<file path="config.mk">
export PLATFORM = sky130hd
export DESIGN_NAME = core_id_fifo_queue
export DESIGN_NICKNAME = d
export VERILOG_FILES = /design/src/rtl/core_id_fifo_queue.sv
export SDC_FILE = /design/constraint.sdc
export NUM_CORES = 1
export LEC_CHECK = 0
export BUFFER_PORTS_ARGS = -buffer_cell sky130_fd_sc_hd__buf_2
export CAP_MARGIN = 20
export CORE_MARGIN = 1
export CORE_UTILIZATION = 50
export DETAILED_ROUTE_END_ITERATION = 12
export GPL_ROUTABILITY_DRIVEN = 0
export GPL_TIMING_DRIVEN = 1
export PLACE_DENSITY_LB_ADDON = 0.2
export SLEW_MARGIN = 15
export SYNTH_ARGS = -nofsm -noshare
export SYNTH_HDL_FRONTEND = slang
export SYNTH_SLANG_ARGS = --single-unit
</file>
<file path="constraint.sdc">
create_clock -name clk -period 3.9 [get_ports clk]
set_input_delay 0.39 -clock clk [delete_from_list [all_inputs] [get_ports clk]]
set_output_delay 0.39 -clock clk [all_outputs]
set_load 0.005 [all_outputs]
</file>
<file path="src/rtl/core_id_fifo_queue.sv">
// FIFO of core IDs with ready/valid handshake, occupancy count and per-core duplicate suppression.
// Optional CORE_QUEUE_EDGE_TRIGGER_EN: enqueue_valid/current_consume act on rising edges only.
module core_id_fifo_queue #(
  parameter int CORES = 4,
  parameter int DEPTH = 4,
  localparam int IDW = (CORES > 1) ? $clog2(CORES) : 1,
  localparam int PW = $clog2(DEPTH),
  localparam int CW = PW + 1
) (
  input  logic           clk,
  input  logic           reset,
  input  logic [IDW-1:0] enqueue_id,
  input  logic           enqueue_valid,
  output logic           enqueue_ready,
  output logic [IDW-1:0] current_id,
  output logic           current_valid,
  input  logic           current_consume,
  output logic [CW-1:0]  count,
  output logic           dup_drop,
  output logic           overflow
);

  localparam int NID = 1 << IDW;
  // IDs at or above CORES have no core behind them; they always read as pending so they get dropped.
  localparam logic [NID-1:0] OOR_MASK = ~((NID'(1) << CORES) - NID'(1));
  localparam logic [CW-1:0] FULL_CNT = CW'(DEPTH);

  logic [IDW-1:0] mem [DEPTH];
  logic [PW-1:0]  wr_ptr;
  logic [PW-1:0]  rd_ptr;
  logic [NID-1:0] pending;

  logic           enq_req;
  logic           deq_req;
  logic           enq;
  logic           deq;
  logic           dup;
  logic           ovf_set;
  logic [IDW-1:0] head_id;
  logic [NID-1:0] head_clr;
  logic [NID-1:0] pending_eff;
  logic [NID-1:0] pending_nxt;

`ifdef CORE_QUEUE_EDGE_TRIGGER_EN
  logic enqueue_valid_d;
  logic current_consume_d;

  always_ff @(posedge clk or posedge reset) begin
    if (reset) begin
      enqueue_valid_d   <= 1'b0;
      current_consume_d <= 1'b0;
    end else begin
      enqueue_valid_d   <= enqueue_valid;
      current_consume_d <= current_consume;
    end
  end

  assign enq_req = enqueue_valid & ~enqueue_valid_d;
  assign deq_req = current_consume & ~current_consume_d;
`else
  assign enq_req = enqueue_valid;
  assign deq_req = current_consume;
`endif

  assign enqueue_ready = (count != FULL_CNT);
  assign current_valid = (count != '0);
  assign head_id       = mem[rd_ptr];
  assign current_id    = current_valid ? head_id : '0;

  // The popped head's bit is released this cycle so its core may re-enqueue immediately.
  always_comb begin
    head_clr = '0;
    if (deq) head_clr = NID'(1) << head_id;
    pending_eff = (pending | OOR_MASK) & ~head_clr;
    pending_nxt = pending & ~head_clr;
    if (enq) pending_nxt = pending_nxt | (NID'(1) << enqueue_id);
  end

  assign deq     = deq_req & current_valid;
  assign dup     = enq_req & enqueue_ready & pending_eff[enqueue_id];
  assign enq     = enq_req & enqueue_ready & ~pending_eff[enqueue_id];
  assign ovf_set = enq_req & ~enqueue_ready;

  always_ff @(posedge clk or posedge reset) begin
    if (reset) begin
      wr_ptr   <= '0;
      rd_ptr   <= '0;
      count    <= '0;
      pending  <= '0;
      dup_drop <= 1'b0;
      overflow <= 1'b0;
    end else begin
      if (enq) wr_ptr <= wr_ptr + PW'(1);
      if (deq) rd_ptr <= rd_ptr + PW'(1);
      count    <= count + CW'(enq) - CW'(deq);
      pending  <= pending_nxt;
      dup_drop <= dup;
      overflow <= overflow | ovf_set;
    end
  end

  always_ff @(posedge clk) begin
    if (enq) mem[wr_ptr] <= enqueue_id;
  end

endmodule

</file>
### Word-level counts from Yosys, hierarchy flattened

Memory sizes are Yosys's and may differ from the RTL's.
Index checks and enable logic that the tools add are counted.

* output and inout bits: 9
* bits in read-only memories: 0
* register bits: 13
* word-level logic and storage cells: 34
* memory bits (writable): 8
* input port bits: 6
* memories kept: 1
* bits in latches: 0

Memories
* mem: words 4, bits a word 2, rd ports 1, clocked after Yosys merged registers in 0, wr ports 1, RTL line 28 `logic [IDW-1:0] mem [DEPTH];`

* eq/ne operators: 1
* multiplexer cells: 7
* reductions and logical operators: 1
* shift operators: 2
* add/sub/neg operators: 4
* multipliers: 0
* div/mod/pow operators: 0
* bitwise logic cells: 11
* magnitude comparators: 1

Operators with widths (number)
* 4-bit 2-to-1 mux: 2
* 1-bit by 2-bit << shifter with 4-bit output, first input constant: 2
* 1-bit bitwise AND: 5
* 2-bit by 1-bit adder with 2-bit output, second input constant: 2
* 4-bit bitwise AND: 1
* 4-bit inverter: 1
* 4-bit bitwise OR: 1
* 3-bit by 1-bit adder with 3-bit output: 1
* 2-bit by 3-bit < comparator with 1-bit output, second input constant: 1
* 1-bit 2-to-1 mux: 3
* 3-bit != test, second input constant: 1
* 3-bit nonzero test: 1
* 3-bit by 1-bit subtractor with 3-bit output: 1
* 1-bit binary-select mux with 2-bit select: 1
* 2-bit 2-to-1 mux: 1
* 1-bit inverter: 2
* 1-bit bitwise OR: 1

### Depth between registers and ports, before layout

* depth after elaboration: 11
* depth in mapped cells: 11

### Worst setup path after synthesis

No wires, ideal clock.

* kind: register to register
* from: reg rd_ptr[0]
* to: reg count[2]
* required time: 3773 ps
* cell stages (with the launch flop): 12
* path slack: 899 ps
* library setup time: 127 ps
* clock period less this slack: 3001 ps
* data arrival time: 2874 ps
* cells stage by stage: dfrtp_1 > mux4_2 > or3_1 > and3_4 > nor4_4 > buf_6 > xnor2_1 > ha_1 > inv_1 > fa_1 > xnor2_1 > xnor2_1

* cells in the longest elaborated chain, start to end: 11

Ends and longest elaborated chain
* from (decl): RTL line 30 `logic [PW-1:0] rd_ptr;`
* from (signal assigned): RTL line 94 `if (deq) rd_ptr <= rd_ptr + PW'(1);`
* memory 4 x 2 bit
* 1-bit by 2-bit << shifter with 4-bit output: RTL line 73 `if (deq) head_clr = NID'(1) << head_id;`
* 4-bit 2-to-1 mux: RTL line 73
* 4-bit inverter: RTL line 74 `pending_eff = (pending | OOR_MASK) & ~head_clr;`
* 4-bit bitwise AND: RTL line 74
* 1-bit binary-select mux with 2-bit select: RTL line 81 `assign enq = enq_req & enqueue_ready & ~pending_eff[enqueue_id];`
* 1-bit 2-to-1 mux (not written as such): RTL line 81
* 1-bit inverter: RTL line 81
* 1-bit bitwise AND: RTL line 81
* 3-bit by 1-bit adder with 3-bit output: RTL line 95 `count <= count + CW'(enq) - CW'(deq);`
* 3-bit by 1-bit subtractor with 3-bit output: RTL line 95
* to (signal assigned): RTL line 95
* to (decl): RTL line 18 `output logic [CW-1:0] count,`

No other way between the ends. The select of a mux whose other input is x is not followed.
A chain may end at the register's enable or synchronous reset.

### Worst setup path in the final report

Ends and elaborated chain as after synthesis.

==> results.md <==
* Status: finished clean
* PwrDens at 737.5 nW/um^2
* Largest net degree at the start of global routing at 14
* Top cell type's share of synthesized area at 31.94%
* Top fanout value on the critical path at 11
* HP Class: primary input to asynchronous set/reset pin
* Finish-stage setup viols at 0
* Hold Slack at 0.1026 ns
* Largest stage delay on the critical path at 0.57 ns
* Syn Nets at 86
* Longest Clk Path Bufs at 2
* Mapped Area at 1018 sq um
* Residual DRC count at 0
* Library cells used by synthesis at 25
* Sequential area share after synthesis at 55.53%
* Clock sinks at 21
* Clk_lat worst skew at 0.29 ns
* Kind of critical path: flop to flop
* Prevailing post-synth register cell: dfrtp_1
* Synthesis-to-finish area growth at 12.29%
* Post-CTS sizing at 0
* Final slew viol count at 0
* CP Capture Type: flop
* CTS H-tree depth at 1
* CP max-delay cell: mux4_2
* Endpoints failing hold at 0
* Core ar. at 1821 sq um
* Worst slew pin tran at 0.6650 ns
* Fin crit period at 2.998 ns
* Cell mode on critical path: xnor2_1
* Syn avg cell area at 13.76 sq um
* DR pass1 iterations at 4
* Largest area contributor in the netlist: dfrtp_1
* #FFs+latches synth at 21
* Post-place setup slack at 0.9035 ns
* CTS root buffer: clkbuf_4
* Critical Path AT at 3.21 ns
* Startpoint types: flop
* Tcrit/Tclk final at 76.88%
* Dpl hpwl at 1266 um
* Most frequent cell after synthesis: dfrtp_1
* Initial core utilization at 55.95%
* Placed cell count at 113
* EDFF count, synth at 8
* Vias at 624
* FMAX at 0.3335 GHz
* All-Layer GR Usage at 16.15%
* Clk pin slew, worst setup/hold paths at 0.11 ns
* PnR worst setup slack at 0.9017 ns
* Initial DRC count at 8
* Final nets at 105
* Grt ovf at 0
* Final WL at 1565 um
* Warning count from the yosys run at 0
* First-pass GRT wire length at 2463 um
* # hold bufs at CTS at 0
* P_leak at 0.4878 nW
* Core Rows at 15
* CTS tree: done
* Initial antenna violation count at 0
* Area contributors post-synth: dfrtp_1 (32%), edfxtp_1 (24%), ha_1 (6.1%)
* Setup_tns at 0 ns
* Ys async rst share at 61.90%
* Die area at 2221 sq um
* Max_cap viols at 0
* Max VDD drop at 358.6 uV
* RSZ-0062 raised after global routing: false
* Post-Syn Instances at 74
* Slew HR at 55.29%
* Final cell count without fillers at 117
* Share of layout cells above drive strength 1 at 26.09%
* Post-CTS Setup Bufs at 0
* Port bufs at 14
* Worst Path Required at 4.11 ns
* Die extent in y at 47.13 um
* I/O Pins at 15
* Mean routed wirelength per cell at 13.38 um
* Vias in the first global route at 540
* Average via count per standard cell at 5.333
* Critical path cell sequence: mux4_2 > or3_1 > and3_4 > nor4_4 > buf_4 > nor2_1 > fa_1 > xnor2_1 > xnor2_1
* Die X-Extent at 47.13 um
* Synth top cells by count: dfrtp_1 (13), edfxtp_1 (8), and2_1 (6), xnor2_1 (6)
* Skew final at 0.003575 ns
* Antenna-violating nets left at 0
* Cts bufs inserted at 3
* Antenna fix cells at 0
==> stage by stage <==
step           util [%]  cell area (sq um)  power (W)
2_1_floorplan         -               1018  0.0006473
3_3_place_gp      61.31               1116  0.0007363
3_5_place_dp      61.31               1116  0.0007541
4_1_cts           62.82               1144  0.0008533
5_1_grt           62.82               1144  0.0009181
6_report          62.82               1144  0.0008433
==> worst max-delay path, delay by kind of cell, from the launching register on <==
| family | cells | cell delay, ns |
|---|---|---|
| xor gates and xnor gates | 2 | 0.34 |
| adders and majority gates | 1 | 0.43 |
| muxes | 1 | 0.57 |
| buffers and inverters | 1 | 0.22 |
| and+or+nand+nor | 4 | 0.90 |
| DFF | 1 | 0.46 |
==> cells by family (layout without fill, tap and decap cells) <==
kind of cell             after synthesis  after routing  synth area share (%)
AO/OA/AOI/OAI                          9              9                 7.986
XOR/XNOR                               6              6                 5.160
adder cells (fa/ha/maj)                6              6                 8.108
buffers and inverters                  6             24                 2.949
flip-flops                            21             21                 55.53
multiplexers                           3              3                 5.528
AND/OR/NAND/NOR                       23             23                 14.74
==> worst paths after layout <==
kind                               start          to  slack (ns)  depth (start not counted)
setup / recovery               rd_ptr[0]    count[2]        0.90                          9
hold / removal                     reset  pending[3]        0.10                          2
setup reg to reg               rd_ptr[0]    count[2]        0.90                          9
hold reg to reg                 overflow    overflow        0.48                          1
max in group asynchronous          reset   rd_ptr[1]        3.46                          2
min in group clk           enqueue_valid    dup_drop        0.34                          2
==> final cells by class <==
class	instances	area (sq um)
inverter	5	18.77
tap	25	31.28
timing repair buffer	15	77.57
clock buffer	3	22.52
clock inverter	1	5.005
fill	152	676.9
sequential	21	565.5
multi-input combinational	47	422.9
==> power breakdown <==
part	switching, W	internal [W]	total, W
sequential	0.0000713	0.000316	0.000387
clock	0.0000608	0.0000381	0.0000989
combinational	0.000164	0.000193	0.000357
total	0.000296	0.000547	0.000843
==> registers in the layout, summed over array words and instances, names as in the netlist <==
register / flops
pending: 4
wr_ptr: 2
dup_drop: 1
count: 3
mem: 8
rd_ptr: 2
overflow: 1
==> cell usage in the layout, fill, tap and decap left out, drive strengths merged, types with 2 or more instances in the layout <==
| master | n |
|---|---|
| and3 | 3 |
| buf | 15 |
| a22o | 3 |
| a32o | 2 |
| mux4 | 2 |
| nand2 | 3 |
| ha | 5 |
| inv | 5 |
| edfxtp | 8 |
| clkbuf | 3 |
| and2 | 6 |
| xnor2 | 6 |
| or3 | 2 |
| dfrtp | 13 |
| nor2b | 2 |
| nor2 | 3 |
| nand3b | 2 |
==> layer usage <==
metal / up-vias / track usage (%) / wire length (um)
li1: 301 / - / -
met3: 2 / 2.308 / 56
met1: 309 / 24.43 / 766
met2: 12 / 25.00 / 736
met5: - / 0 / 0
met4: 0 / 3.429 / 6
Note: power is estimated with default switching activity, not from simulation.
